## config.mk

```make
export PLATFORM = sky130hd
export DESIGN_NAME = uart_command_decoder
export DESIGN_NICKNAME = d
export VERILOG_FILES = /design/src/rtl/uart_command_decoder.sv
export SDC_FILE = /design/constraint.sdc
export NUM_CORES = 1
export LEC_CHECK = 0
export BUFFER_PORTS_ARGS = -buffer_cell sky130_fd_sc_hd__buf_2
export CAP_MARGIN = 25
export CELL_PAD_IN_SITES_DETAIL_PLACEMENT = 0
export CELL_PAD_IN_SITES_GLOBAL_PLACEMENT = 1
export CORE_ASPECT_RATIO = 0.75
export CORE_MARGIN = 1
export CORE_UTILIZATION = 43
export CTS_BUF_LIST = sky130_fd_sc_hd__clkbuf_4 sky130_fd_sc_hd__clkbuf_8
export DETAILED_ROUTE_END_ITERATION = 8
export PLACE_DENSITY = 0.87
export SYNTH_ARGS = -nofsm -noshare
export SYNTH_HDL_FRONTEND = slang
export SYNTH_SLANG_ARGS = --single-unit
export TNS_END_PERCENT = 5
```

## constraint.sdc

```tcl
create_clock -name clk -period 4.1 [get_ports clk]
set_input_delay 0.205 -clock clk [delete_from_list [all_inputs] [get_ports clk]]
set_output_delay 0.205 -clock clk [all_outputs]
set_load 0.01 [all_outputs]
```

## src/rtl/uart_command_decoder.sv

```systemverilog
// uart_command_decoder
//   Decodes framed commands arriving from the UART receiver and drives the
//   register file port. It also returns read results to the UART transmitter.
//     write frame : WR_CMD, ADDR, DATA  -> write_en pulse, one cycle after DATA
//     read frame  : RD_CMD, ADDR        -> read_en pulse, then one tx byte
//   Only one command is in flight at a time. A byte that cannot be consumed
//   is dropped and raises a one-cycle cmd_error pulse.
//
// Ports
//   clk, reset_n          system clock, asynchronous active-low reset
//   rx_data/_valid        received byte and its one-cycle strobe
//   address, write_en,
//   read_en, write_data   register file request port
//   read_data/_valid      register file read response
//   tx_busy               transmitter busy (back-pressure)
//   tx_data/_valid        response byte and its one-cycle strobe
//   cmd_error             one-cycle protocol error strobe
module uart_command_decoder #(
    parameter int                    DATA_WIDTH          = 8,
    parameter int                    REGISTER_FILE_DEPTH = 16,
    parameter logic [DATA_WIDTH-1:0] WR_CMD              = 8'hAA,
    parameter logic [DATA_WIDTH-1:0] RD_CMD              = 8'hBB,
    parameter int                    RD_TIMEOUT          = 4,
    localparam int                   ADDRESS_WIDTH       = $clog2(REGISTER_FILE_DEPTH)
) (
    input  logic                     clk,
    input  logic                     reset_n,
    input  logic [DATA_WIDTH-1:0]    rx_data,
    input  logic                     rx_data_valid,
    output logic [ADDRESS_WIDTH-1:0] address,
    output logic                     write_en,
    output logic                     read_en,
    output logic [DATA_WIDTH-1:0]    write_data,
    input  logic [DATA_WIDTH-1:0]    read_data,
    input  logic                     read_data_valid,
    input  logic                     tx_busy,
    output logic [DATA_WIDTH-1:0]    tx_data,
    output logic                     tx_data_valid,
    output logic                     cmd_error
);

    localparam int CNT_W = $clog2(RD_TIMEOUT + 1);

    typedef enum logic [2:0] {
        IDLE,
        WR_ADDR,
        WR_DATA,
        WR_EXEC,
        RD_ADDR,
        RD_WAIT,
        TX_SEND
    } state_t;

    state_t           state;
    logic [CNT_W-1:0] rd_cnt;
    logic             addr_ok;

    // An address byte is legal only when every bit above the register index is zero.
    assign addr_ok = ((rx_data >> ADDRESS_WIDTH) == '0);

    // This output is decoded from the registered state. It therefore fires in the
    // very first non-busy cycle of TX_SEND. That keeps the read latency at 3 cycles
    // after the ADDR strobe, and there is no extra cycle after back-pressure ends.
    assign tx_data_valid = (state == TX_SEND) && !tx_busy;

    always_ff @(posedge clk or negedge reset_n) begin
        if (!reset_n) begin
            state      <= IDLE;
            address    <= '0;
            write_data <= '0;
            tx_data    <= '0;
            write_en   <= 1'b0;
            read_en    <= 1'b0;
            cmd_error  <= 1'b0;
            rd_cnt     <= '0;
        end else begin
            // Strobes default low, so each one lasts exactly one cycle.
            write_en  <= 1'b0;
            read_en   <= 1'b0;
            cmd_error <= 1'b0;

            case (state)
                IDLE: begin
                    if (rx_data_valid) begin
                        if (rx_data == WR_CMD)      state <= WR_ADDR;
                        else if (rx_data == RD_CMD) state <= RD_ADDR;
                        else                        cmd_error <= 1'b1;
                    end
                end

                WR_ADDR: begin
                    if (rx_data_valid) begin
                        if (addr_ok) begin
                            address <= rx_data[ADDRESS_WIDTH-1:0];
                            state   <= WR_DATA;
                        end else begin
                            cmd_error <= 1'b1;
                            state     <= IDLE;
                        end
                    end
                end

                WR_DATA: begin
                    if (rx_data_valid) begin
                        write_data <= rx_data;
                        write_en   <= 1'b1;     // high for the single WR_EXEC cycle
                        state      <= WR_EXEC;
                    end
                end

                WR_EXEC: begin
                    if (rx_data_valid) cmd_error <= 1'b1;
                    state <= IDLE;
                end

                RD_ADDR: begin
                    if (rx_data_valid) begin
                        if (addr_ok) begin
                            address <= rx_data[ADDRESS_WIDTH-1:0];
                            read_en <= 1'b1;    // high for the first RD_WAIT cycle
                            rd_cnt  <= '0;
                            state   <= RD_WAIT;
                        end else begin
                            cmd_error <= 1'b1;
                            state     <= IDLE;
                        end
                    end
                end

                RD_WAIT: begin
                    if (rx_data_valid) cmd_error <= 1'b1;
                    // rd_cnt is 0 in the read_en cycle. The last cycle that can still
                    // accept data is therefore RD_TIMEOUT-1.
                    if (read_data_valid) begin
                        tx_data <= read_data;
                        state   <= TX_SEND;
                    end else if (rd_cnt == CNT_W'(RD_TIMEOUT - 1)) begin
                        cmd_error <= 1'b1;
                        state     <= IDLE;
                    end else begin
                        rd_cnt <= rd_cnt + CNT_W'(1);
                    end
                end

                TX_SEND: begin
                    if (rx_data_valid) cmd_error <= 1'b1;
                    if (!tx_busy) state <= IDLE;
                end

                default: state <= IDLE;
            endcase
        end
    end

endmodule

```

After elaboration in Yosys (flattened, before gate mapping)
Index checks and enable logic that the tools add are counted.
{"block": "word_totals", "regBits": 29, "input_bits": 21, "out_inout_bits": 24, "elab_cells": 70}
{"block": "classes", "n_addsub": 1, "n_eq_ne": 19, "mux": 30, "reduce_logical": 12}
{"op": "$mux 3", "n": 14}
{"op": "$pmux 3 s6", "n": 1}
{"op": "$eq 8x8->1 const B", "n": 2}
{"op": "$ne 2x2->1 const B", "n": 8}
{"op": "$mux 1", "n": 12}
{"op": "$eq 3x2->1 const B", "n": 3}
{"op": "$eq 3x3->1 const B", "n": 3}
{"op": "$logic_not 8->1", "n": 1}
{"op": "$reduce_and 7->1", "n": 1}
{"op": "$ne 3x3->1 const B", "n": 2}
{"op": "$pmux 3 s2", "n": 1}
{"op": "$reduce_and 5->1", "n": 1}
{"op": "$pmux 1 s4", "n": 1}
{"op": "$reduce_and 2->1", "n": 2}
{"op": "$reduce_or 2->1", "n": 2}
{"op": "$add 3x1->3 const B", "n": 1}
{"op": "$eq 3x1->1 const B", "n": 1}
{"op": "$logic_not 3->1", "n": 1}
{"op": "$reduce_and 3->1", "n": 1}
{"op": "$mux 2", "n": 1}
{"op": "$reduce_bool 2->1", "n": 1}
{"op": "$logic_and 1x1->1", "n": 1}
{"op": "$logic_not 1->1", "n": 1}

Logic depth before layout (Yosys ltp)
{"block": "depth", "depth_word": 5, "depth_mapped": 6, "depth_no_buf": 5}

Worst setup path before layout
Ideal clock, no wire load.
{"block": "synth_path", "path_kind": "register to register", "start": "register rd_cnt[0]", "end": "register rd_cnt[0]", "setup_time_ps": 125, "arrival_time_ps": 1413, "required_ps": 3975, "setup_slack_ps": 2563, "path_stages_with_launch": 6, "n_path_buf": 0, "period_less_slack_ps": 1537, "cell_sequence": "dfrtp_1 > ha_1 > ha_1 > nor3_1 > nor2_1 > mux2_2"}
{"block": "synth_via", "elab_chain_cells": 4, "elab_cells_between_ends": 7, "classes_between": "1 x add/sub; 2 x eq/ne; 3 x mux; 1 x reduce/logical"}
{"item": "start, declared", "line_no": "55", "text": "logic [CNT_W-1:0] rd_cnt;"}
{"item": "start signal, assigned", "line_no": "141", "text": "rd_cnt <= rd_cnt + CNT_W'(1);"}
{"item": "$add 3x1->3", "line_no": "141"}
{"item": "$mux 3", "line_no": "137", "text": "end else if (rd_cnt == CNT_W'(RD_TIMEOUT - 1)) begin"}
{"item": "$mux 3", "line_no": "134", "text": "if (read_data_valid) begin"}
{"item": "$pmux 3 s2", "line_no": "82", "text": "case (state)"}
Parallel ways exist; a longest one is shown, timed or not. The select of a mux whose other input is x is not followed.
A chain may end at the register's enable or synchronous reset.

Worst setup path after layout
{"block": "layout_path", "start": "register state[0]", "end": "register tx_data[6]"}
{"block": "layout_via", "elab_chain_cells": 2}
{"item": "start, declared", "line_no": "54", "text": "state_t state;"}
{"item": "start signal, assigned", "line_no": "68", "text": "state <= IDLE;"}
{"item": "start signal, assigned", "line_no": "85", "text": "if (rx_data == WR_CMD) state <= WR_ADDR;"}
{"item": "start signal, assigned", "line_no": "86", "text": "else if (rx_data == RD_CMD) state <= RD_ADDR;"}
{"item": "$eq 3x3->1", "line_no": "82"}
{"item": "$reduce_and 2->1 (no line)"}
{"item": "end signal, assigned", "line_no": "135", "text": "tx_data <= read_data;"}
{"item": "end, declared", "line_no": "37", "text": "output logic [DATA_WIDTH-1:0] tx_data,"}
Every way passes these cells.

==> out/metrics.yaml <==
status: "completed"
power.leakage_uw: 0.000902
synth_fp_nets: 129
routed_wl_um: 2660
ys.flop_type: "dfrtp_1"
ant_nets: 0
switchingPower_uw: 207
cts_buffer_depth: 2
grt_setup_unrepaired: "no"
drt_iter0_markers: 24
cp_max_fo: 16
crit_family: "flip-flops"
nNetsFinal: 176
num_vias: 1026
crit_chain: "nor2b_1 > nand3_1 > mux2_2"
place.gp.congestion: 0.835
layout-drive-gt1-share: 0.503
grt_max_degree: 30
holdCritStartpoint: "read_data[7]"
whs_endpoint: "tx_data[7]"
h-tree-depth: 2
hold_depth: 2
design_area_mm2: 0.00169
seqPwrFrac: 0.483
antenna_found_initial: 0
cts_buffers: 5
start_util: 0.453
dpl.hpwl_um: 2010
syn-cell-area_mm2: 0.00134
dp.cells: 183
core-area_mm2: 0.00296
r2r_start: "state[0]"
root_buffer: "clkbuf_8"
dr.pass1.iters: 6
rows: 17
synthSimpleGateAreaFrac: 0.129
yosys_warnings: 0
cp-start-kind: "register"
setup_tns_ns: 0
layout.cells.non_filler: 191
clock-sinks: 29
grt_overflow: 0
synth_area_leader_cell: "dfrtp_1"
track_usage: 0.184
ioPinCount: 45
p_comb_frac: 0.206
drv_slew: 0
layout_common_cells: "buf_2 (44), dfrtp_1 (29), mux2_2 (21)"
r2r_end: "tx_data[6]"
via_per_inst: 5.37
synthTopCellsByArea: "dfrtp_1 (54%), mux2_2 (18%), buf_2 (1.9%)"
diodes: 0
cts.clk_slew.worst_paths_ns: 0.06
relSlewSlack: 0.589
hold_violations: 0
setup_viol: 0
critPathCaptureType: "register"
die_y_um: 50.3
finalCritPeriodShare: 0.419
grt_pass1_wl_um: 4380
netlist.area_leader.share: 0.542
synth-seq-area-share: 0.542
dpl_cell_area_mm2: 0.00159
wl_per_cell_um: 13.9
switching_share: 0.272
hp-class: "input port to register"
reg2regPathDepth: 3
critical_path_class: "register to register"
cts_resized: 0
critPathRequiredTime_ns: 4.26
p_clk_frac: 0.311
cts_tree: "yes"
worst_pin_slew_ns: 0.616
mostFrequentLayoutCell: "buf_2"
grt_pass1_vias: 982
maxClockFrequency_ghz: 0.582
syn_inst: 106
dieArea_mm2: 0.00335
max-cap-violations: 0
portBuffers: 44
area_growth_syn_to_layout_pct: 25.8
synth-compound-area-share: 0.0850
synth-xor-area-share: 0.0131
async_flop_share: 1.00
cp_num_buf_inv: 0
max_stage_delay_ns: 0.62
drc_errors: 0
post-route-min-period_ns: 1.72
ys_ff_latch: 29
reg2reg_slack_ns: 2.38
worstPathArrival_ns: 1.88
fin_skew_ns: 0.00312
total_power_uw: 759
yosysUniqueCellTypes: 36
final_util: 0.570
peakVddDrop_mv: 0.274
synth_mux_area_frac: 0.185
cp_slowest_cell: "dfrtp_1"
clk_latency_ns: 0.28
synthAdderAreaFrac: 0.0187
synth_top_family_by_area: "multiplexers"
synth-edff-count: 0
power_density_mw_per_mm2: 450
syn-mean-instance-area_um2: 12.6
p_int_uw: 552
die_w_um: 66.5
flip-flops by register name (all words and copies together) (netlist names):
| register | count |
|---|---|
| read_en | 1 |
| state | 3 |
| rd_cnt | 3 |
| address | 4 |
| write_en | 1 |
| cmd_error | 1 |
| write_data | 8 |
| tx_data | 8 |
metrics by stage:
step	setup WS (ns)	hold WS, ns
2_1_floorplan	2.56	-0.0906
3_3_place_gp	2.44	0.247
3_5_place_dp	2.38	0.261
4_1_cts	2.36	0.153
5_1_grt	2.14	0.143
6_report	2.38	0.155
final cells by class:
class	instances	area, µm²
Fill cell	256	1270
Sequential cell	29	726
Multi-Input combinational cell	69	577
Timing Repair Buffer	46	238
Clock buffer	7	90.1
Tap cell	38	47.5
Inverter	2	7.51
repair_timing:
item / 4_1_cts / 5_1_grt
hold buffers: 1 / 0
setup buffers: 0 / 0
endpoints found under the hold margin: 29 / 0
cell families (layout without fill, tap and decap cells):
logic type                 Yosys count  in the layout
DFF                                 29             29
and+or+nand+nor                     27             27
muxes                               22             22
AOI/OAI and AO/OA                   16             16
buffers and inverters                8             55
adders and majority gates            2              2
xor gates and xnor gates             2              2
synthesized netlist by cell type (2+ instances only):
cell,number
dfrtp_1,29
mux2_2,21
buf_2,5
nor2_1,5
nand2_1,4
o21ai_0,4
a22o_1,2
a31oi_1,2
ha_1,2
inv_1,2
nand3_1,2
nand4b_1,2
nor2b_1,2
xor2_1,2
worst register-to-register path: cells and delay by family (launching register included):
kind          cells  cell delay (ns)
flops             1             0.62
simple gates      2             0.59
mux               1             0.39
routing by layer:
metal / vias up / track usage / share of wire
met4: 0 / 0.0532 / 0.012
met1: 504 / 0.222 / 0.42
li1: 485 / - / -
met2: 31 / 0.291 / 0.50
met3: 6 / 0.0909 / 0.067
met5: - / 0 / 0
worst max-delay path by stage:
stage / startpoint / to / slack, ns / depth (start not counted)
after floorplan: rd_cnt[0] / rd_cnt[0] / 2.56 / 5
after global placement: state[0] / tx_data[2] / 2.44 / 3
after detailed placement: state[0] / tx_data[6] / 2.38 / 3
after CTS: state[0] / tx_data[2] / 2.36 / 3
after global routing: state[2] / rd_cnt[0] / 2.14 / 4
final: state[0] / tx_data[6] / 2.38 / 3
power by group through the flow:
stage	Combinational [µW]	Clock (µW)	Sequential, µW
2_1_floorplan	89.8	0	371
3_3_place_gp	153	0	366
3_5_place_dp	159	0	372
4_1_cts	160	240	367
5_1_grt	172	257	373
6_report	157	236	367
Power figures use the tool's default switching activity.
